===== config.mk =====
export PLATFORM = sky130hd
export DESIGN_NAME = bft_leaf_inject_queue_flat
export DESIGN_NICKNAME = d
export VERILOG_FILES = /design/src/rtl/bft_pkg.sv /design/src/rtl/bft_leaf_inject_queue_if.sv /design/src/rtl/bft_sync_fifo.sv /design/src/rtl/bft_leaf_inject_queue.sv /design/src/flat_wrapper.sv
export SDC_FILE = /design/constraint.sdc
export NUM_CORES = 1
export LEC_CHECK = 0
export BUFFER_PORTS_ARGS = -buffer_cell sky130_fd_sc_hd__clkbuf_2
export CAP_MARGIN = 25
export CORE_ASPECT_RATIO = 0.5
export CORE_MARGIN = 1
export CORE_UTILIZATION = 40
export DETAILED_ROUTE_END_ITERATION = 8
export PLACE_DENSITY = 0.61
export SETUP_SLACK_MARGIN = 0.4
export SYNTH_ARGS = -nofsm -noshare
export SYNTH_HDL_FRONTEND = slang
export SYNTH_SLANG_ARGS = --single-unit

===== constraint.sdc =====
create_clock -name clk -period 2.25 [get_ports clk]
set_input_delay 0.45 -clock clk [delete_from_list [all_inputs] [get_ports clk]]
set_output_delay 0.45 -clock clk [all_outputs]
set_load 0.01 [all_outputs]

===== src/rtl/bft_pkg.sv =====
// Shared definitions for the BFT leaf inject queue: packet geometry helpers and FSM encoding.
package bft_pkg;

    function automatic int pkt_width(input int num_leaves, input int payload_sz);
        return 1 + $clog2(num_leaves) + payload_sz;
    endfunction

    // Packet layout is {valid, dest_addr, payload}; payload starts at bit 0.
    function automatic int valid_bit(input int p_sz);
        return p_sz - 1;
    endfunction

    function automatic int addr_lsb(input int payload_sz);
        return payload_sz;
    endfunction

    localparam int PAYLOAD_LSB = 0;

    localparam int STATE_W = 2;
    localparam logic [1:0] ST_IDLE    = 2'd0;
    localparam logic [1:0] ST_SEND    = 2'd1;
    localparam logic [1:0] ST_CHECK   = 2'd2;
    localparam logic [1:0] ST_BACKOFF = 2'd3;

endpackage


===== src/rtl/bft_leaf_inject_queue_if.sv =====
// Creator/network-side signal bundle for the leaf inject queue, plus FSM state for observation.
interface bft_leaf_inject_queue_if #(
    parameter int P_SZ  = 3,
    parameter int CNT_W = 4
);
    import bft_pkg::*;

    // Handshake: a packet is offered when pkt_i[MSB]=1; the creator must hold its next packet
    // while resend_o=1. The network rejects the packet shown on net_o by raising net_resend_i
    // in the following cycle; no rejection in that cycle means the packet was taken.
    logic [P_SZ-1:0]    pkt_i;
    logic               resend_o;
    logic [P_SZ-1:0]    net_o;
    logic               net_resend_i;
    logic [CNT_W-1:0]   count_o;
    logic               drop_o;
    logic [15:0]        retry_cnt_o;
    logic [STATE_W-1:0] state_o;

    modport slave (
        input  pkt_i, net_resend_i,
        output resend_o, net_o, count_o, drop_o, retry_cnt_o, state_o
    );

    modport master (
        output pkt_i, net_resend_i,
        input  resend_o, net_o, count_o, drop_o, retry_cnt_o, state_o
    );

endinterface


===== src/rtl/bft_sync_fifo.sv =====
// Single-clock FIFO with registered occupancy; exposes the head and the entry that follows it.
module bft_sync_fifo #(
    parameter int width = 3,
    parameter int depth = 8,
    localparam int AW = $clog2(depth),
    localparam int CW = AW + 1
) (
    input  logic             clk,
    input  logic             reset,
    input  logic             wr_en,
    input  logic [width-1:0] wr_data,
    input  logic             rd_en,
    output logic [width-1:0] head,
    output logic [width-1:0] next_head,
    output logic [CW-1:0]    count
);

    logic [width-1:0] mem [depth];
    logic [AW-1:0]    wr_ptr;
    logic [AW-1:0]    rd_ptr;
    logic [AW-1:0]    rd_ptr_nxt;

    assign rd_ptr_nxt = rd_ptr + 1'b1;
    assign head       = mem[rd_ptr];
    // After a pop the new head is the second entry, or the word being written if only one remains.
    assign next_head  = (count > CW'(1)) ? mem[rd_ptr_nxt] : wr_data;

    always_ff @(posedge clk) begin
        if (wr_en) mem[wr_ptr] <= wr_data;
    end

    always_ff @(posedge clk or negedge reset) begin
        if (!reset) begin
            wr_ptr <= '0;
            rd_ptr <= '0;
            count  <= '0;
        end else begin
            if (wr_en) wr_ptr <= wr_ptr + 1'b1;
            if (rd_en) rd_ptr <= rd_ptr_nxt;
            count <= count + CW'(wr_en) - CW'(rd_en);
        end
    end

endmodule


===== src/rtl/bft_leaf_inject_queue.sv =====
// Buffers creator packets and feeds them one at a time to the BFT port, retrying with backoff on rejection.
module bft_leaf_inject_queue
    import bft_pkg::*;
#(
    parameter int num_leaves = 2,
    parameter int payload_sz = 1,
    parameter int p_sz       = pkt_width(num_leaves, payload_sz),
    parameter int depth      = 8,
    parameter int backoff    = 2,
    localparam int CW   = $clog2(depth) + 1,
    localparam int VB   = valid_bit(p_sz),
    localparam int BO_W = (backoff > 1) ? $clog2(backoff) : 1
) (
    input  logic clk,
    input  logic reset,
    bft_leaf_inject_queue_if.slave bus
);

    logic [STATE_W-1:0] state;
    logic [p_sz-1:0]    net;
    logic [p_sz-1:0]    head;
    logic [p_sz-1:0]    next_head;
    logic [CW-1:0]      count;
    logic [BO_W-1:0]    bo_cnt;
    logic [15:0]        retry_cnt;
    logic               drop;
    logic               push;
    logic               pop;
    logic               full;

    assign full = (count == CW'(depth));
    // A same-cycle pop does not free a slot: full is judged on the registered count.
    assign push = bus.pkt_i[VB] && !full;
    assign pop  = (state == ST_CHECK) && !bus.net_resend_i;

    bft_sync_fifo #(
        .width (p_sz),
        .depth (depth)
    ) u_fifo (
        .clk       (clk),
        .reset     (reset),
        .wr_en     (push),
        .wr_data   (bus.pkt_i),
        .rd_en     (pop),
        .head      (head),
        .next_head (next_head),
        .count     (count)
    );

    always_ff @(posedge clk or negedge reset) begin
        if (!reset) begin
            state     <= ST_IDLE;
            net       <= '0;
            bo_cnt    <= '0;
            retry_cnt <= '0;
            drop      <= 1'b0;
        end else begin
            drop <= bus.pkt_i[VB] && full;
            case (state)
                ST_IDLE: begin
                    if (count != '0) begin
                        state <= ST_SEND;
                        net   <= head;
                    end
                end
                ST_SEND: begin
                    state <= ST_CHECK;
                    net   <= '0;
                end
                ST_CHECK: begin
                    if (bus.net_resend_i) begin
                        if (retry_cnt != 16'hFFFF) retry_cnt <= retry_cnt + 16'd1;
                        if (backoff == 0) begin
                            state <= ST_SEND;
                            net   <= head;
                        end else begin
                            state  <= ST_BACKOFF;
                            bo_cnt <= BO_W'(backoff - 1);
                        end
                    end else if ((count > CW'(1)) || push) begin
                        state <= ST_SEND;
                        net   <= next_head;
                    end else begin
                        state <= ST_IDLE;
                    end
                end
                ST_BACKOFF: begin
                    if (bo_cnt == '0) begin
                        state <= ST_SEND;
                        net   <= head;
                    end else begin
                        bo_cnt <= bo_cnt - 1'b1;
                    end
                end
                default: state <= ST_IDLE;
            endcase
        end
    end

    assign bus.net_o       = net;
    assign bus.count_o     = count;
    assign bus.resend_o    = (count >= CW'(depth - 1));
    assign bus.drop_o      = drop;
    assign bus.retry_cnt_o = retry_cnt;
    assign bus.state_o     = state;

endmodule


===== src/flat_wrapper.sv =====
// flat-port wrapper written by rule: the top's interface ports become plain ports
module bft_leaf_inject_queue_flat import bft_pkg::*;
#(
    parameter int num_leaves = 2,
    parameter int payload_sz = 1,
    parameter int p_sz       = pkt_width(num_leaves, payload_sz),
    parameter int depth      = 8,
    parameter int backoff    = 2,
    localparam int CW   = $clog2(depth) + 1,
    localparam int VB   = valid_bit(p_sz),
    localparam int BO_W = (backoff > 1) ? $clog2(backoff) : 1
)
  (clk, reset, bus_pkt_i, bus_net_resend_i, bus_resend_o, bus_net_o, bus_count_o, bus_drop_o, bus_retry_cnt_o, bus_state_o);
  bft_leaf_inject_queue_if #(.P_SZ((3)), .CNT_W((4))) bus_i ();
  input  logic clk;
  input  logic reset;
  input wire logic [$bits(bus_i.pkt_i)-1:0] bus_pkt_i;
  input wire logic [$bits(bus_i.net_resend_i)-1:0] bus_net_resend_i;
  output wire logic [$bits(bus_i.resend_o)-1:0] bus_resend_o;
  output wire logic [$bits(bus_i.net_o)-1:0] bus_net_o;
  output wire logic [$bits(bus_i.count_o)-1:0] bus_count_o;
  output wire logic [$bits(bus_i.drop_o)-1:0] bus_drop_o;
  output wire logic [$bits(bus_i.retry_cnt_o)-1:0] bus_retry_cnt_o;
  output wire logic [$bits(bus_i.state_o)-1:0] bus_state_o;
  assign bus_i.pkt_i = bus_pkt_i;
  assign bus_i.net_resend_i = bus_net_resend_i;
  assign bus_resend_o = bus_i.resend_o;
  assign bus_net_o = bus_i.net_o;
  assign bus_count_o = bus_i.count_o;
  assign bus_drop_o = bus_i.drop_o;
  assign bus_retry_cnt_o = bus_i.retry_cnt_o;
  assign bus_state_o = bus_i.state_o;
  bft_leaf_inject_queue #(.num_leaves(num_leaves), .payload_sz(payload_sz), .p_sz(p_sz), .depth(depth), .backoff(backoff)) u_core (.clk(clk), .reset(reset), .bus(bus_i));
endmodule

# After elaboration in Yosys (flattened, before gate mapping)
# Memories as Yosys holds them, arrays and structs flattened.
# Cells that the tools add are included.
word_totals:
  n_memories: 1
  ram_bits: 24
  in_bits: 6
  elab_cells: 56
  out_inout_bits: 27
  latch_bits: 0
  romBits: 0
  register_bits: 33
mem_list:
  columns: ["name", "words", "width", "rd", "rd_ports_with_merged_regs", "write_ports", "line", "text"]
  rows:
  - ["u_core.u_fifo.mem", 8, 3, 2, 0, 1, "bft_sync_fifo.sv:18", "logic [width-1:0] mem [depth];"]
classes:
  n_lt_le_gt_ge: 2
  n_mux: 16
  reduce_logical: 13
  multipliers: 0
  div: 0
  bitwise_logic: 0
  n_eq_ne: 10
  shifts: 0
  add_sub_neg: 6
op_table:
  columns: ["cell", "count"]
  rows:
  - ["adder 16 x 1 -> 16 bit (second input constant)", 1]
  - ["!= test 16 bit (second input constant)", 1]
  - ["2-to-1 mux 3 bit", 5]
  - ["case mux 3 bit (4 select lines)", 1]
  - ["!= test 2 bit (second input constant)", 4]
  - ["case mux 2 bit (4 select lines)", 1]
  - ["adder 3 x 1 -> 3 bit (second input constant)", 2]
  - ["2-to-1 mux 2 bit", 3]
  - ["2-to-1 mux 1 bit", 5]
  - ["adder 4 x 1 -> 4 bit", 1]
  - ["equality test 2 bit (second input constant)", 2]
  - ["equality test 4 bit (second input constant)", 1]
  - ["greater-or-equal comparator 4 x 3 -> 1 bit (second input constant)", 1]
  - ["greater-than comparator 4 x 1 -> 1 bit (second input constant)", 1]
  - ["AND reduction 2 bit", 2]
  - ["AND reduction 4 bit", 1]
  - ["nonzero test 4 bit", 1]
  - ["subtractor 4 x 1 -> 4 bit", 1]
  - ["logical AND 1 bit", 3]
  - ["AND reduction 3 bit", 1]
  - ["equality test 2 x 1 -> 1 bit (second input constant)", 1]
  - ["logical NOT 1 bit", 2]
  - ["logical NOT 2 bit", 1]
  - ["!= test 2 x 1 -> 1 bit (second input constant)", 1]
  - ["4 further kinds", 4]

# Depth between registers and ports, before layout
# Gate-level depths: netlist (run 1).
logic_depth:
  depth_word: 7
  depth_mapped: 11
  mapped_depth_nobuf: 11

# Cells and area by module
# From an unflattened synthesis (run 1), not the netlist that was laid out.
hier_totals:
  hier_cells: 236
  area_unflattened_um2: 2992.9
modules_own_cells:
  columns: ["mod", "area_per_inst_um2", "seq_area_each_um2", "cells_each", "instances"]
  rows:
  - ["bft_sync_fifo", 1737.9, 970.9, 112, 1]
  - ["bft_leaf_inject_queue", 1255.0, 575.6, 124, 1]

# Worst setup path before layout (run 1)
# OpenSTA, ideal clock, no wires.
synth_path:
  kind: "reg-to-reg"
  from: "reg u_core.u_fifo.count[2]"
  to: "reg u_core.u_fifo.count[2]"
  required_time_ns: 2.128
  arrival_time_ns: 2.112
  period_less_slack_ns: 2.234
  n_path_buf: 0
  setup_slack_ns: 0.016
  path_stages_with_launch: 11
  setup_time_ns: 0.122
  path_cell_list: "dfrtp_1 -> inv_1 -> ha_1 -> nand2_1 -> and2_1 -> clkinv_1 -> ha_1 -> inv_1 -> ha_1 -> fa_1 -> xor2_1"
synth_via:
  elab_chain_len: 5
synth_lines:
  columns: ["element", "line", "text"]
  rows:
  - ["from (decl)", "bft_sync_fifo.sv:15", "output logic [CW-1:0] count"]
  - ["from (signal assigned)", "bft_sync_fifo.sv:40", "count <= count + CW'(wr_en) - CW'(rd_en);"]
  - ["equality test 4 bit", "bft_leaf_inject_queue.sv:31", "assign full = (count == CW'(depth));"]
  - ["logical NOT 1 bit", "bft_leaf_inject_queue.sv:33", "assign push = bus.pkt_i[VB] && !full;"]
  - ["logical AND 1 bit", "bft_leaf_inject_queue.sv:33", null]
  - ["adder 4 x 1 -> 4 bit *", "bft_sync_fifo.sv:40", null]
  - ["subtractor 4 x 1 -> 4 bit *", "bft_sync_fifo.sv:40", null]
# Mark *: on every way between the ends. The rest lies on a longest branch, timed or not.
# A chain may end at the register's enable or synchronous reset.

# Worst setup path in the final report (run 1)
layout_path:
  from: "reg u_core.u_fifo.count[3]"
  to: "reg u_core.u_fifo.count[2]"
layout_via:
  elab_chain_len: 5
layout_lines:
  columns: ["element", "line"]
  rows:
  - ["equality test 4 bit", "bft_leaf_inject_queue.sv:31"]
  - ["logical NOT 1 bit", "bft_leaf_inject_queue.sv:33"]
  - ["logical AND 1 bit", "bft_leaf_inject_queue.sv:33"]
  - ["adder 4 x 1 -> 4 bit", "bft_sync_fifo.sv:40"]
  - ["subtractor 4 x 1 -> 4 bit", "bft_sync_fifo.sv:40"]
# No other way between the ends.

==> qor.txt, run 1 <==
=================================================================================
Max-slew violation count ...........................................            0
Routed vias/inst ...................................................         5.31
Floorplan core area ................................................    6780 um^2
Placement Cell Area ................................................    3240 um^2
Cell Rows ..........................................................           21
Number of antenna diodes ...........................................            0
Share of the cycle needed by the critical path after routing .......        83.0%
Worst-case setup slack after placement .............................     0.207 ns
Detail Route Antenna Nets ..........................................            0
Clock share of power ...............................................        30.6%
Synth top area share ...............................................        28.9%
Number of CTS-inserted buffers .....................................            9
Area added between synthesis and finish ............................        31.4%
TritonCTS clock tree ...............................................          yes
Number of antenna violations at the first check in global routing ..            0
Critical path's largest stage delay ................................      0.41 ns
Tmin final .........................................................      1.87 ns
R2R setup slack ....................................................      0.38 ns
CP required ........................................................      2.47 ns
Largest driver fanout on the critical path .........................            3
Critical path class ................................................ flop to flop
Share of async-settable or async-resettable flops after synthesis ..        57.9%
Tightest hold margin ...............................................     0.216 ns
Residual overflow from global routing ..............................            0
Post-layout net count ..............................................          305
Sequential element share of the synthesized area ...................        54.1%
Total placed cells including tap cells .............................          355
Post-synth net total ...............................................          251
Clock slew seen by the registers of the worst setup and hold paths .      0.05 ns
Number of unique standard cell types used by synthesis .............           40
First-pass GRT wire length .........................................      9.40 mm
Synth warnings .....................................................            0
Synth Register Bits ................................................           57
Final Instance Area ................................................    3750 um^2
Die W ..............................................................       122 um
Number of levels in the clock H-tree ...............................            3
Peak clock frequency supported by timing ...........................    0.536 GHz
Met1 track demand over resource in global routing ..................        22.4%
Die height .........................................................      61.8 um
CP max stage cell .................................................. sky130_fd_sc_hd__dfrtp_1
Number of buffers inserted by port buffering .......................           32
Number of hold violations in the final report ......................            0
Most area-consuming cells after synthesis .......................... sky130_fd_sc_hd__dfrtp_1, sky130_fd_sc_hd__edfxtp_1, sky130_fd_sc_hd__mux4_2
Ratio of cells with drive above 1 in the final layout ..............        38.8%
Most used routing layer in global routing ..........................         met2
Cell with the most instances after synthesis ....................... sky130_fd_sc_hd__dfrtp_1
Category of the worst setup path launch point ......................         flop
Number of setup violations in the final report .....................            0
Post-route DRC violation count .....................................            0
Total power ........................................................      5.00 mW
Reported max-cap violation count ...................................            0
Cell leakage power .................................................      1.57 nW
Clk root buf ....................................................... sky130_fd_sc_hd__clkbuf_16
Utilization after layout ...........................................        55.4%
Initial DRC count ..................................................           95
Syn Area/Cell ......................................................    12.4 um^2
Cells traversed along the worst timing path ........................ ha_4 -> nand2_2 -> and2_4 -> clkinv_4 -> ha_4 -> inv_2 -> ha_4 -> fa_2 -> xor2_1
Vias in the first global route .....................................         1887
Rel. slew slack ....................................................        44.0%
Int Power ..........................................................      3.36 mW
Final cell count without fillers ...................................          381
Count of vias placed by the detailed router ........................         2023
Worst Setup Slack, final ...........................................     0.383 ns
Post-route clock skew ..............................................   0.00559 ns
Wirelength, routed .................................................      5.98 mm
Most frequent cells after synthesis ................................ sky130_fd_sc_hd__dfrtp_1, sky130_fd_sc_hd__nand2_1, sky130_fd_sc_hd__edfxtp_1, sky130_fd_sc_hd__ha_1, sky130_fd_sc_hd__xnor2_1
Number of buffers on the longest clock path ........................            2
Hold Crit Class .................................................... input port to asynchronous set/reset pin
Maximum number of pins on one net before global-route repair .......           34
Io pins ............................................................           33
Initial core utilization ...........................................        42.1%
Met2 Resource Use GR ...............................................        27.8%
Dominant register cell in the synthesized netlist .................. sky130_fd_sc_hd__dfrtp_1
Number of hold buffers added after CTS .............................            0
Total power divided by cell area ................................... 1330 nW/um^2
Number of detailed-routing iterations run before antenna repair ....            4
Detailed Place HPWL ................................................      4.14 mm
Sw Share ...........................................................        32.9%
GR met3 Demand/Resource ............................................        6.20%
Full die area ......................................................    7500 um^2
P_sw ...............................................................      1.65 mW
Largest area contributor in the synthesized netlist ................ sky130_fd_sc_hd__dfrtp_1
RSZ-0062 raised after global routing ...............................         true
Outcome ............................................................ complete, no violations
Post-synth EDFFs ...................................................           24
Insertion delay of the later-clocked pin in the worst-skew pair ....      0.33 ns
Max VDD drop .......................................................     0.663 mV
Average wire per cell in the routed design .........................      15.7 um
# clock sinks ......................................................           57
Arrival time at the worst endpoint .................................      2.08 ns
Synthesized instance count .........................................          230
Gate power share ...................................................        37.3%
Transition time at the pin with the least slew margin ..............     0.840 ns
Final-layout setup total negative slack ............................         0 ns
Worst setup EP type ................................................         flop
Share of total power in sequential cells ...........................        32.1%
Most used cell, CP ................................................. sky130_fd_sc_hd__ha_4
Area of the mapped netlist .........................................    2860 um^2
Placer congestion estimate .........................................        0.810
Global-route total usage across every layer ........................        17.6%
=================================================================================
-- kinds of logic after synthesis --
| kind of cell | count (synthesis) | synth area share [%] |
|---|---|---|
| xor+xnor | 20 | 6.13 |
| mux | 22 | 11.8 |
| fa+ha+maj | 15 | 6.83 |
| simple gates | 70 | 11.9 |
| flops | 57 | 54.1 |
| compound gates | 26 | 6.40 |
| buf+inv | 20 | 2.85 |
-- path summary, 6_finish.rpt --
check                                       endpoint  depth (start not counted)                      start
min                              u_core.bus.net_o[1]                          1                      reset
max in group asynchronous     u_core.u_fifo.count[1]                          1                      reset
min in group clk             u_core.u_fifo.mem[4][1]                          1               bus_pkt_i[1]
max                           u_core.u_fifo.count[2]                          9     u_core.u_fifo.count[3]
max reg2reg                   u_core.u_fifo.count[2]                          9     u_core.u_fifo.count[3]
min reg2reg                u_core.bus.retry_cnt_o[6]                          1  u_core.bus.retry_cnt_o[6]
-- placed cells by master (no fill, tap or decap), drive strengths merged, types with 2 or more instances in the layout --
master,n
mux2i,10
nand3,9
o211ai,3
buf,19
nand2b,2
nand2,26
and2,2
xor2,7
mux2,3
inv,12
nor2b,3
and3,4
bufinv,3
ha,14
xnor2,13
mux4,9
edfxtp,24
clkinv,5
nor2,11
o2111ai,3
clkbuf,40
o21ai,4
a31oi,7
dfrtp,33
nor3,5
a21oi,3
nand4,4
-- flip-flops by register name, indices dropped and copies added (netlist names) --
register	flops
u_core.bus.drop_o	1
u_core.u_fifo.rd_ptr	3
u_core.bus.net_o	3
u_core.bus.retry_cnt_o	16
u_core.u_fifo.wr_ptr	3
u_core.bo_cnt	1
u_core.u_fifo.count	4
u_core.bus.state_o	2
u_core.u_fifo.mem	24
-- critical path, delay by kind of cell, from the launching register on --
family	cells	cell delay, ns
XOR/XNOR	1	0.14
adder cells (fa/ha/maj)	4	0.91
buffers and inverters	2	0.08
flip-flops	1	0.41
AND/OR/NAND/NOR	2	0.20
-- power groups by stage --
| stage | Sequential [mW] | Combinational (mW) | Clock (mW) |
|---|---|---|---|
| 6_report | 1.61 | 1.87 | 1.53 |
| 5_1_grt | 1.64 | 2.08 | 1.60 |
| 4_1_cts | 1.58 | 1.82 | 1.55 |
| 3_5_place_dp | 1.59 | 1.68 | 0 |
| 3_3_place_gp | 1.58 | 1.65 | 0 |
| 2_1_floorplan | 1.59 | 1.24 | 0 |
-- layer usage --
layer  vias up  wire (um)
li1        951          -
met1      1020       2740
met2        44       2810
met3         8        320
met4         0        108
met5         -          0
-- area by class of cell --
cell class / count / area (um^2)
clock buffers: 9 / 225
clock inverters: 7 / 109
fillers: 580 / 3020
inverters: 13 / 61.3
multi-input cells: 153 / 1400
flip-flops and latches: 57 / 1550
well taps: 92 / 115
repair buffers: 50 / 299
-- repair_timing --
action / in CTS / in global routing
cloned: 0 / 0
setup buffers: 9 / 1
pin swaps: 2 / 12
endpoints found under the setup margin: 12 / 20
resized for setup: 7 / 20
No activity file was read; power rests on OpenSTA's default activity.
==> run 2: changes to the inputs <==
==> constraint.sdc (replaced) <==
create_clock -name clk -period 1.66 [get_ports clk]
set_input_delay 0.332 -clock clk [delete_from_list [all_inputs] [get_ports clk]]
set_output_delay 0.332 -clock clk [all_outputs]
set_load 0.01 [all_outputs]
==> qor.txt, run 2 (synthesis results as in run 1) <==
=================================================================================
Outcome ............................................................ complete, but fails checks
Failing checks ..................................................... setup timing
Number of detailed-routing iterations run before antenna repair ....            4   unchanged
Number of flip-flops in the largest register .......................           24   unchanged
Detailed route wirelength on metal2 ................................      3.88 mm   +38%
Worst r2r src ...................................................... u_core.u_fifo.count[3]
Total placed cells including tap cells .............................          392   +10%
Insertion delay of the later-clocked pin in the worst-skew pair ....      0.32 ns   about the same
Max-slew violation count ...........................................            0   unchanged
Most used cells in the layout excluding fill and tap cells ......... sky130_fd_sc_hd__buf_6, sky130_fd_sc_hd__buf_4, sky130_fd_sc_hd__dfrtp_1
Arrival time at the worst endpoint .................................      2.09 ns   about the same
Number of CTS-inserted buffers .....................................            9   unchanged
Placer congestion estimate .........................................        0.842   +4.0%
Largest register by flop count ..................................... u_core.u_fifo.mem
Full die area ......................................................    7500 um^2   unchanged
Floorplan core area ................................................    6780 um^2   unchanged
Most common cell after layout, fill and taps aside ................. sky130_fd_sc_hd__buf_6
Category of the worst setup path launch point ......................         flop
First-pass GRT wire length .........................................      11.0 mm   +18%
Count of vias placed by the detailed router ........................         2338   +16%
Area added between synthesis and finish ............................        67.6%
Share of the cycle needed by the critical path after routing .......         113%   +30 points
Number of buffers on the longest clock path ........................            2   unchanged
Number of setup violations in the final report .....................           37   +37
Rel. slew slack ....................................................        64.5%   +20 points
Number of antenna violations at the first check in global routing ..            0   unchanged
Clock slew seen by the registers of the worst setup and hold paths .      0.06 ns   about the same
RSZ-0062 raised after global routing ...............................         true
Wirelength, routed .................................................      7.50 mm   +26%
CP required ........................................................      1.86 ns   -0.61 ns
Detail Route Antenna Nets ..........................................            0   unchanged
Max VDD drop .......................................................     0.942 mV   +42%
Routed length on met1 ..............................................      3.25 mm   +18%
# fillers ..........................................................          406   -30%
Io pins ............................................................           33   unchanged
Average wire per cell in the routed design .........................      16.8 um   +7.0%
Number of buffers inserted by port buffering .......................           32   unchanged
Tmin final .........................................................      1.88 ns   +0.0163 ns
TritonCTS clock tree ...............................................          yes
Maximum number of pins on one net before global-route repair .......           34   unchanged
Peak clock frequency supported by timing ...........................    0.531 GHz   -0.87%
Hold Crit Class .................................................... input port to asynchronous set/reset pin
Number of antenna diodes ...........................................            0   unchanged
Post-route clock skew ..............................................   0.00943 ns   +0.00384 ns
Reported max-cap violation count ...................................            0   unchanged
# clock sinks ......................................................           57   unchanged
Top layer used by detailed routing .................................         met4
Clk root buf ....................................................... sky130_fd_sc_hd__clkbuf_16
Post-layout net count ..............................................          371   +22%
CP Launch Point .................................................... u_core.u_fifo.count[3]
Detailed Place HPWL ................................................      4.53 mm   +9.4%
Largest driver fanout on the critical path .........................            3   unchanged
Routed vias/inst ...................................................         5.23   -1.5%
Metal3 WL ..........................................................       297 um   -7.2%
Number of levels in the clock H-tree ...............................            3   unchanged
Tightest hold margin ...............................................    0.0375 ns   -0.178 ns
Cell leakage power .................................................      2.13 nW   +36%
Utilization after layout ...........................................        70.6%   +15 points
Worst setup EP type ................................................         flop
Total power ........................................................      7.89 mW   +58%
Final cell count without fillers ...................................          447   +17%
Critical path class ................................................ flop to flop
Residual overflow from global routing ..............................            0   unchanged
Transition time at the pin with the least slew margin ..............     0.532 ns   -0.307 ns
Number of hold violations in the final report ......................            0   unchanged
Cell Rows ..........................................................           21   unchanged
Worst Setup Slack, final ...........................................    -0.223 ns   -0.606 ns
Total power divided by cell area ................................... 1650 nW/um^2   +24%
Number of hold buffers added after CTS .............................            0   unchanged
Worst-case setup slack after placement .............................    -0.353 ns   -0.561 ns
Die height .........................................................      61.8 um   unchanged
Die W ..............................................................       122 um   unchanged
Post-route DRC violation count .....................................            0   unchanged
Ratio of cells with drive above 1 in the final layout ..............        59.2%   +20 points
Initial core utilization ...........................................        42.1%   unchanged
Initial DRC count ..................................................          118   +24%
Global-route total usage across every layer ........................        20.1%   +2.4 points
Vias in the first global route .....................................         2242   +19%
=================================================================================
[run 2: repair_timing]
action,in CTS,in global routing
buffers inserted,27,11
pin swaps,32,21
cloned,1,0
setup endpoints to repair,72,77
gates resized for setup,81,72
[run 2: routing by layer]
| layer | global-route usage [%] | up-vias |
|---|---|---|
| met4 | 6.00 | 0 |
| li1 | - | 1084 |
| met3 | 5.20 | 8 |
| met2 | 35.6 | 55 |
| met5 | 0 | - |
| met1 | 25.0 | 1191 |
[run 2: final timing paths]
path / end / cells past startpoint / slack (ns)
hold / removal: u_core.bus.net_o[2] / 2 / 0.04
setup / recovery: u_core.u_fifo.count[2] / 9 / -0.22
max in group asynchronous: u_core.bus.retry_cnt_o[3] / 2 / 1.27
setup reg to reg: u_core.u_fifo.count[2] / 9 / -0.22
min in group clk: u_core.u_fifo.mem[2][1] / 1 / 0.36
hold reg to reg: u_core.bus.net_o[2] / 2 / 0.55
[run 2: metrics by stage]
stage               cell area (um^2)  setup TNS [ns]
floorplan                       3020           -1.56
global placement                3580           -1.69
detailed placement              3580           -2.13
CTS                             4430           -1.98
global route                    4790           -6.24
finish                          4790           -4.43
[run 2: layout make-up]
cell class	count	area, um^2	share of cell area, %
Sequential cell	57	1550	32.3
Tap cell	92	115	2.40
Multi-Input combinational cell	153	1660	34.7
Clock inverter	6	82.6	1.72
Timing Repair Buffer	116	1090	22.8
Inverter	13	61.3	1.28
Clock buffer	10	229	4.78
[run 2: power breakdown]
part,total [mW],internal (mW),switching [mW]
clock network,1.93,1.30,0.627
registers,2.17,1.82,0.348
logic,3.80,2.11,1.69
total,7.89,5.23,2.66
[run 2: critical path, cell delays in order (launching register included)]
cell                       delay [ns]
sky130_fd_sc_hd__dfrtp_1         0.42
sky130_fd_sc_hd__ha_4            0.18
sky130_fd_sc_hd__nand2_2         0.05
sky130_fd_sc_hd__and2_4          0.15
sky130_fd_sc_hd__clkinv_4        0.05
sky130_fd_sc_hd__ha_4            0.25
sky130_fd_sc_hd__inv_2           0.04
sky130_fd_sc_hd__ha_4            0.15
sky130_fd_sc_hd__fa_2            0.33
sky130_fd_sc_hd__xor2_1          0.15
